`config.mk`:
```
export PLATFORM = sky130hd
export DESIGN_NAME = seq_det_prog
export DESIGN_NICKNAME = d
export VERILOG_FILES = /design/src/rtl/seq_det_pkg.sv /design/src/rtl/seq_sat_cnt.sv /design/src/rtl/seq_det_prog.sv
export SDC_FILE = /design/constraint.sdc
export NUM_CORES = 1
export LEC_CHECK = 0
export ABC_AREA = 1
export ABC_CLOCK_PERIOD_IN_PS = 3450
export CORE_MARGIN = 2
export CORE_UTILIZATION = 58
export DETAILED_ROUTE_END_ITERATION = 8
export GPL_TIMING_DRIVEN = 0
export PLACE_DENSITY = 0.83
export SKIP_CTS_REPAIR_TIMING = 1
export SYNTH_ARGS = -nofsm -noshare
export SYNTH_HDL_FRONTEND = slang
export SYNTH_SLANG_ARGS = --single-unit
```
`constraint.sdc`:
```
create_clock -name clk -period 3.45 [get_ports clk]
set_input_delay 0.345 -clock clk [delete_from_list [all_inputs] [get_ports clk]]
set_output_delay 0.345 -clock clk [all_outputs]
set_load 0.1 [all_outputs]
```
`src/rtl/seq_det_pkg.sv`:
```
// Shared constants for the programmable sequence detector.
// The reset defaults make the block behave like the legacy fixed "001" detector.
package seq_det_pkg;

    localparam int RST_PAT = 1;
    localparam int RST_LEN = 3;
    localparam bit RST_OVL = 1'b1;

    // Width needed to hold a length value from 0 to max_len inclusive.
    function automatic int calc_lw(input int max_len);
        return $clog2(max_len + 1);
    endfunction

endpackage

```
`src/rtl/seq_sat_cnt.sv`:
```
// Saturating event counter with synchronous clear.
// A clear arriving together with an increment leaves the count at 1.
module seq_sat_cnt #(
    parameter int W = 16
) (
    input  logic         clk,
    input  logic         rst,
    input  logic         inc,
    input  logic         clr,
    output logic [W-1:0] cnt
);

    always_ff @(posedge clk) begin
        if (!rst) begin
            cnt <= '0;
        end else if (clr) begin
            cnt <= W'(inc);
        end else if (inc && (cnt != '1)) begin
            cnt <= cnt + W'(1);
        end
    end

endmodule

```
`src/rtl/seq_det_prog.sv`:
```
// Programmable serial pattern detector with optional overlap, Mealy or Moore
// output timing and a saturating match counter.
module seq_det_prog
    import seq_det_pkg::*;
#(
    parameter int  MAX_LEN = 8,
    parameter int  CNT_W   = 16,
    parameter bit  MEALY   = 1'b1,
    localparam int LW      = calc_lw(MAX_LEN)
) (
    input  logic               clk,
    input  logic               rst,
    input  logic               inp,
    input  logic               inp_vld,
    input  logic               cfg_ld,
    input  logic [MAX_LEN-1:0] cfg_pat,
    input  logic [LW-1:0]      cfg_len,
    input  logic               cfg_ovl,
    input  logic               cnt_clr,
    output logic               det,
    output logic [CNT_W-1:0]   match_cnt
);

    logic [MAX_LEN-1:0] pat;
    logic [LW-1:0]      len;
    logic               ovl;
    logic [MAX_LEN-2:0] hist;
    logic [LW-1:0]      fill;
    logic               det_q;

    logic [MAX_LEN-1:0] window;
    logic [MAX_LEN-1:0] mask;
    logic               cfg_ok;
    logic               len_ok;
    logic               pat_eq;
    logic               hit;

    assign cfg_ok = cfg_ld && (cfg_len != '0) && (cfg_len <= LW'(MAX_LEN));

    // The candidate window is the stored history with the current bit appended;
    // only its low len bits take part in the compare.
    assign window = {hist, inp};

    always_comb begin
        mask = '0;
        for (int i = 0; i < MAX_LEN; i++) begin
            mask[i] = (i < int'(len));
        end
    end

    assign len_ok = (fill >= (len - LW'(1)));
    assign pat_eq = (((window ^ pat) & mask) == '0);
    assign hit    = rst && inp_vld && !cfg_ok && len_ok && pat_eq;

    always_ff @(posedge clk) begin
        if (!rst) begin
            pat   <= MAX_LEN'(RST_PAT);
            len   <= LW'(RST_LEN);
            ovl   <= RST_OVL;
            hist  <= '0;
            fill  <= '0;
            det_q <= 1'b0;
        end else begin
            det_q <= hit;
            if (cfg_ok) begin
                pat  <= cfg_pat;
                len  <= cfg_len;
                ovl  <= cfg_ovl;
                hist <= '0;
                fill <= '0;
            end else if (inp_vld) begin
                hist <= window[MAX_LEN-2:0];
                // Non-overlapping mode forgets the bits that formed the match.
                if (hit && !ovl) begin
                    fill <= '0;
                end else if (fill != LW'(MAX_LEN)) begin
                    fill <= fill + LW'(1);
                end
            end
        end
    end

    assign det = MEALY ? hit : det_q;

    seq_sat_cnt #(
        .W(CNT_W)
    ) u_cnt (
        .clk (clk),
        .rst (rst),
        .inc (hit),
        .clr (cnt_clr),
        .cnt (match_cnt)
    );

endmodule
```
Word level (Yosys, flattened, before mapping):

Index checks and enable logic that the tools add are counted.

* output and inout port bits: 17
* bits of input ports: 19
* word-level logic and storage cells: 46
* register bits after elaboration: 40

* muxes and demuxes: 4
* add/subtract/negate cells: 3
* bitwise gates (word level): 3
* reductions and logical operators: 17
* $lt $le $gt $ge: 10
* equality and inequality tests: 2

Operators with widths (count)
* adder 16 x 1 -> 16 bit (second input constant): 1
* < comparator 3 x 4 -> 1 bit (first input constant): 4
* != test 16 bit (second input constant): 1
* bitwise AND 8 bit: 1
* logical AND 1 bit: 8
* zero test 8 bit: 1
* < comparator 1 x 4 -> 1 bit (first input constant): 2
* < comparator 2 x 4 -> 1 bit (first input constant): 2
* two-way mux 4 bit: 2
* bitwise XOR 8 bit: 1
* adder 4 x 1 -> 4 bit (second input constant): 1
* greater-or-equal comparator 4 bit: 1
* less-or-equal comparator 4 bit (second input constant): 1
* != test 4 bit (second input constant): 1
* nonzero test 2 bit: 2
* nonzero test 4 bit: 1
* OR reduction 2 bit: 2
* subtractor 4 x 1 -> 4 bit (second input constant): 1
* zero test 1 bit: 2
* two-way mux 1 bit: 2
* AND reduction 2 bit: 1
* NOT 1 bit: 1

Longest topological paths before layout:

* word-level depth: 10
* depth in mapped cells: 15
* depth with buffers taken out: 15

By module:

From an unflattened synthesis, not the netlist that was laid out.

* cells, all modules: 352
* area total of the unflattened synthesis: 2352.3 µm²

By module, submodules not included
* seq_det_prog: cells an instance 209, seq. area each 480.5 µm², area an instance 1428.9 µm², times used 1
* seq_sat_cnt: cells an instance 143, seq. area each 320.3 µm², area an instance 923.4 µm², times used 1

Worst setup path before layout:

Ideal clock, no wire load.

* kind: register to register
* from: register u_cnt.cnt[0]
* to: register u_cnt.cnt[1]
* data arrival time: 2.352 ns
* library setup time: 0.117 ns
* cell stages (with the launch flop): 12
* buffers on the path: 1
* required time: 3.333 ns
* path slack: 0.981 ns
* clock period less this slack: 2.469 ns
* cells stage by stage: dfxtp_1 ha_1 nand3_1 nor2_2 nand2_1 nor2_1 nand2_1 nand2_4 inv_6 buf_12 nor2_1 nor2_1

* longest elaborated chain between the ends: 2
* elaborated cells on any way between the ends: 3
* classes of those cells: 1 x add/sub; 1 x eq/ne; 1 x reduce/logical

RTL lines
* start: declaration: RTL line seq_sat_cnt.sv:10 `output logic [W-1:0] cnt`
* start signal: assignment: RTL line seq_sat_cnt.sv:17 `cnt <= W'(inc);`
* start signal: assignment: RTL line seq_sat_cnt.sv:19 `cnt <= cnt + W'(1);`
* parallel branches: the longest is 2 deep, another holds adder 16 x 1 -> 16 bit

Several ways; the timed one is not identified.
A chain may end at the register's enable or synchronous reset.

Worst setup path after layout:

* from: register len[0]
* to: output port det

* longest elaborated chain between the ends: 4
* elaborated cells on any way between the ends: 14
* classes of those cells: 1 x add/sub; 9 x order compare; 1 x bitwise; 3 x reduce/logical

RTL lines
* start: declaration: RTL line seq_det_prog.sv:25 `logic [LW-1:0] len;`
* start signal: assignment: RTL line seq_det_prog.sv:58 `len <= LW'(RST_LEN);`
* start signal: assignment: RTL line seq_det_prog.sv:67 `len <= cfg_len;`
* subtractor 4 x 1 -> 4 bit (tied with other cells): RTL line seq_det_prog.sv:51 `assign len_ok = (fill >= (len - LW'(1)));`
* greater-or-equal comparator 4 bit or bitwise AND 8 bit (tied branches): RTL line seq_det_prog.sv:51, seq_det_prog.sv:52
* logical AND 1 bit or zero test 8 bit (tied branches): RTL line seq_det_prog.sv:53, seq_det_prog.sv:52
* logical AND 1 bit *: RTL line seq_det_prog.sv:53 `assign hit = rst && inp_vld && !cfg_ok && len_ok && pat_eq;`
* end: declaration: RTL line seq_det_prog.sv:20 `output logic det,`

Every way passes the cells marked *; elsewhere a longest branch is shown, timed or not.

==> flow_summary_export.csv <==
group,metric,value,unit
placed_design,dp_slack,0.188,ns
hold_path,min-delay-start,"pat[5]",
die,start_util,60.1,%
grt,antenna_found_initial,0,
hold_path,hp-class,"register to register",
placed_design,hpwl,4160,microns
synthesis,synthCells,352,
route,routedWlPerCell,12.0,microns
die,die_y,68.4,microns
setup_path,ff2ff_path_depth,15,
setup_path,crit_path_end_kind,"primary output",
placed_design,io_buffers,35,
cells_and_area,regArea,801,sq um
die,die_area,0.00468,sq mm
cells_and_area,diodes,0,
cells_and_area,layout-drive-gt1-share,11.1,%
route,drc,0,
grt,grt_first_pass_wirelength,9070,microns
synthesis,syn_nets,381,
setup_path,crit_path_cell_trace,"inv_1 > ha_1 > xnor2_1 > ha_1 > nand2_1 > nor2_1 > nand3b_1 > nand3_2 > nor2_8 > dlymetal6s2s_1",
cells_and_area,multi_input_comb_area,0.00135,sq mm
timing,rsz0062_at_grt,"false",
route,dr.pass1.iters,4,
timing,fin_crit,3.19,ns
die,io_pins,36,
setup_path,required,3.11,ns
cells_and_area,fillers,332,
route,drt_iter0_drc,124,
clock_network,cts_tree,"yes",
die,core-area,0.00400,sq mm
synthesis,yosysSeqAreaShare,33.3,%
setup_path,r2r_start,"len[0]",
clock_network,root_buffer,"clkbuf_8",
setup_path,path_class,"register to primary output",
clock_network,cts_sinks,40,
hold_path,holdPathStages,2,
synthesis,yosysWarnings,0,
clock_network,insertion_delay,0.30,ns
timing,setup_violations,0,
setup_path,path_max_fanout,5,
setup_path,reg2reg_slack,1.09,ns
power_and_ir_drop,ir_drop,241,uV
timing,maxSlewHeadroom,32.3,%
timing,slew_violations,0,
cells_and_area,final_nets,423,
cells_and_area,area_growth,21.9,%
job,cap_violations,0,
setup_path,crit_slowest_cell,"dlymetal6s2s_1",
setup_path,critPathMostFrequentCell,"ha_1",
timing,hold_viol_final,0,
synthesis,ys_seq_elements,40,
route,vias,2290,
placed_design,place_congestion,0.811,
power_and_ir_drop,power,0.00105,W
outcome,status,"completed",
clock_network,clk_path_buf_depth,2,
die,num_rows,23,
route,detail-route-antenna-nets,0,
setup_path,worstPathArrival,2.85,ns
clock_network,path_clk_slew,0.08,ns
setup_path,r2r_end,"fill[1]",
synthesis,synth_area,0.00240,sq mm
synthesis,synth_cell_types,33,
timing,fmax,313,MHz
setup_path,start_kind,"register",
hold_path,whs_endpoint,"pat[5]",
timing,period_share,92.5,%
synthesis,synth_area_per_cell,6.83,sq um
grt,grt_start_max_net_pins,14,
timing,worstMarginPinSlew,1.01,ns
grt,grtUsageTotal,25.6,%
grt,grt_pass1_vias,2147,
setup_path,slowest_delay,0.76,ns
cells_and_area,layout_common_cells,"nand2_1 (86), inv_1 (46), nor2_1 (40), dfxtp_1 (40), clkdlybuf4s50_1 (34)",
clock_network,htreeDepth,2,
die,die_x,68.4,microns
power_and_ir_drop,p_leak,1.24,nW
timing,worst_slack,0.259,ns
route,vias_per_cell,5.15,
clock_network,cts_inserted_buffers,5,
cells_and_area,final_common_cell,"nand2_1",
route,routed_wl,5360,microns
grt,grt_overflow_total,0,
timing,fin_worst_skew,0.00742,ns
power_and_ir_drop,powerDensity,360,mW/mm^2
[final cells by class]
cell class                 instances  area share (%)
clock buffer                       5            2.35
multi-input combinational        253            46.1
timing repair buffer              35            12.0
buffer                             8            1.88
tap                               50            2.13
inverter                          51            6.70
clock inverter                     3            1.45
sequential                        40            27.3
[cell usage after synthesis]
cell type | number | share of area [%]
a211oi_1 | 1 | 0.31
a21o_1 | 1 | 0.31
a21oi_1 | 20 | 4.2
a21oi_2 | 9 | 3.3
buf_1 | 1 | 0.16
buf_12 | 1 | 0.83
buf_2 | 1 | 0.21
buf_6 | 1 | 0.47
clkbuf_1 | 4 | 0.62
clkinv_1 | 1 | 0.16
dfxtp_1 | 40 | 33
ha_1 | 10 | 5.2
inv_1 | 46 | 7.2
inv_2 | 3 | 0.47
inv_6 | 1 | 0.36
nand2_1 | 86 | 13
nand2_2 | 10 | 2.6
nand2_4 | 1 | 0.47
nand3_1 | 22 | 4.6
nand3_2 | 2 | 0.83
nand3b_1 | 1 | 0.31
nand4_1 | 3 | 0.78
nor2_1 | 40 | 6.2
nor2_2 | 5 | 1.3
nor2_4 | 1 | 0.47
nor2_8 | 1 | 0.83
nor3_1 | 7 | 1.5
o211ai_1 | 3 | 0.94
o21ai_0 | 12 | 2.5
o21ai_1 | 2 | 0.42
o32ai_1 | 1 | 0.36
xnor2_1 | 6 | 2.2
xor2_1 | 9 | 3.3
[worst max-delay path by stage]
stage                             from      endpoint  slack, ns  cells after the start
after floorplan           u_cnt.cnt[0]  u_cnt.cnt[1]       0.98                     11
after global placement          len[0]           det       0.24                     10
after detailed placement        len[0]           det       0.19                     10
after CTS                       len[0]           det      -0.15                     10
after global routing            len[0]           det       0.09                     10
final                           len[0]           det       0.26                     10
[routing by layer]
metal,vias to the layer above,GRT usage (%),share of wire (%),routed length (microns)
li1,1195,-,-,-
met1,1045,28.0,43,2310
met2,40,48.1,52,2780
met3,10,5.92,3.1,166
met4,0,8.25,1.9,102
met5,-,0,0,0
[where the power goes]
group          total, W  internal, W  switching, W
sequential     0.000491     0.000478     0.0000131
clock          0.000387     0.000214      0.000173
combinational  0.000176    0.0000690      0.000107
total           0.00105     0.000761      0.000293
[state kept, by name, indices dropped and copies added, names as in the netlist]
name,flops
fill,4
hist,7
len,4
ovl,1
pat,8
u_cnt.cnt,16
[kinds of logic after synthesis]
group                      count (synthesis)  share of synthesized area, %
and+or+nand+nor                          179                          33.3
buffers and inverters                     59                          10.5
AOI/OAI and AO/OA                         49                          12.3
DFF                                       40                          33.3
xor gates and xnor gates                  15                          5.46
adders and majority gates                 10                          5.20
[critical path: cells and delay by family, from the launching register on]
family	cells	cell delay (ns)
DFF	1	0.38
xor gates and xnor gates	1	0.15
buffers and inverters	2	0.88
and+or+nand+nor	5	0.59
adders and majority gates	2	0.55
[metrics by stage]
step,setup TNS (ns),util [%],hold WS [ns],cells,cell area (sq um)
6_report,0,73.3,0.468,445,2930
5_1_grt,0,73.3,0.502,445,2930
4_1_cts,-0.153,73.2,0.471,445,2930
3_5_place_dp,0,70.4,0.459,437,2820
3_3_place_gp,0,70.4,0.455,437,2820
2_1_floorplan,0,-,0.443,352,2400
No activity file was read; power rests on OpenSTA's default activity.
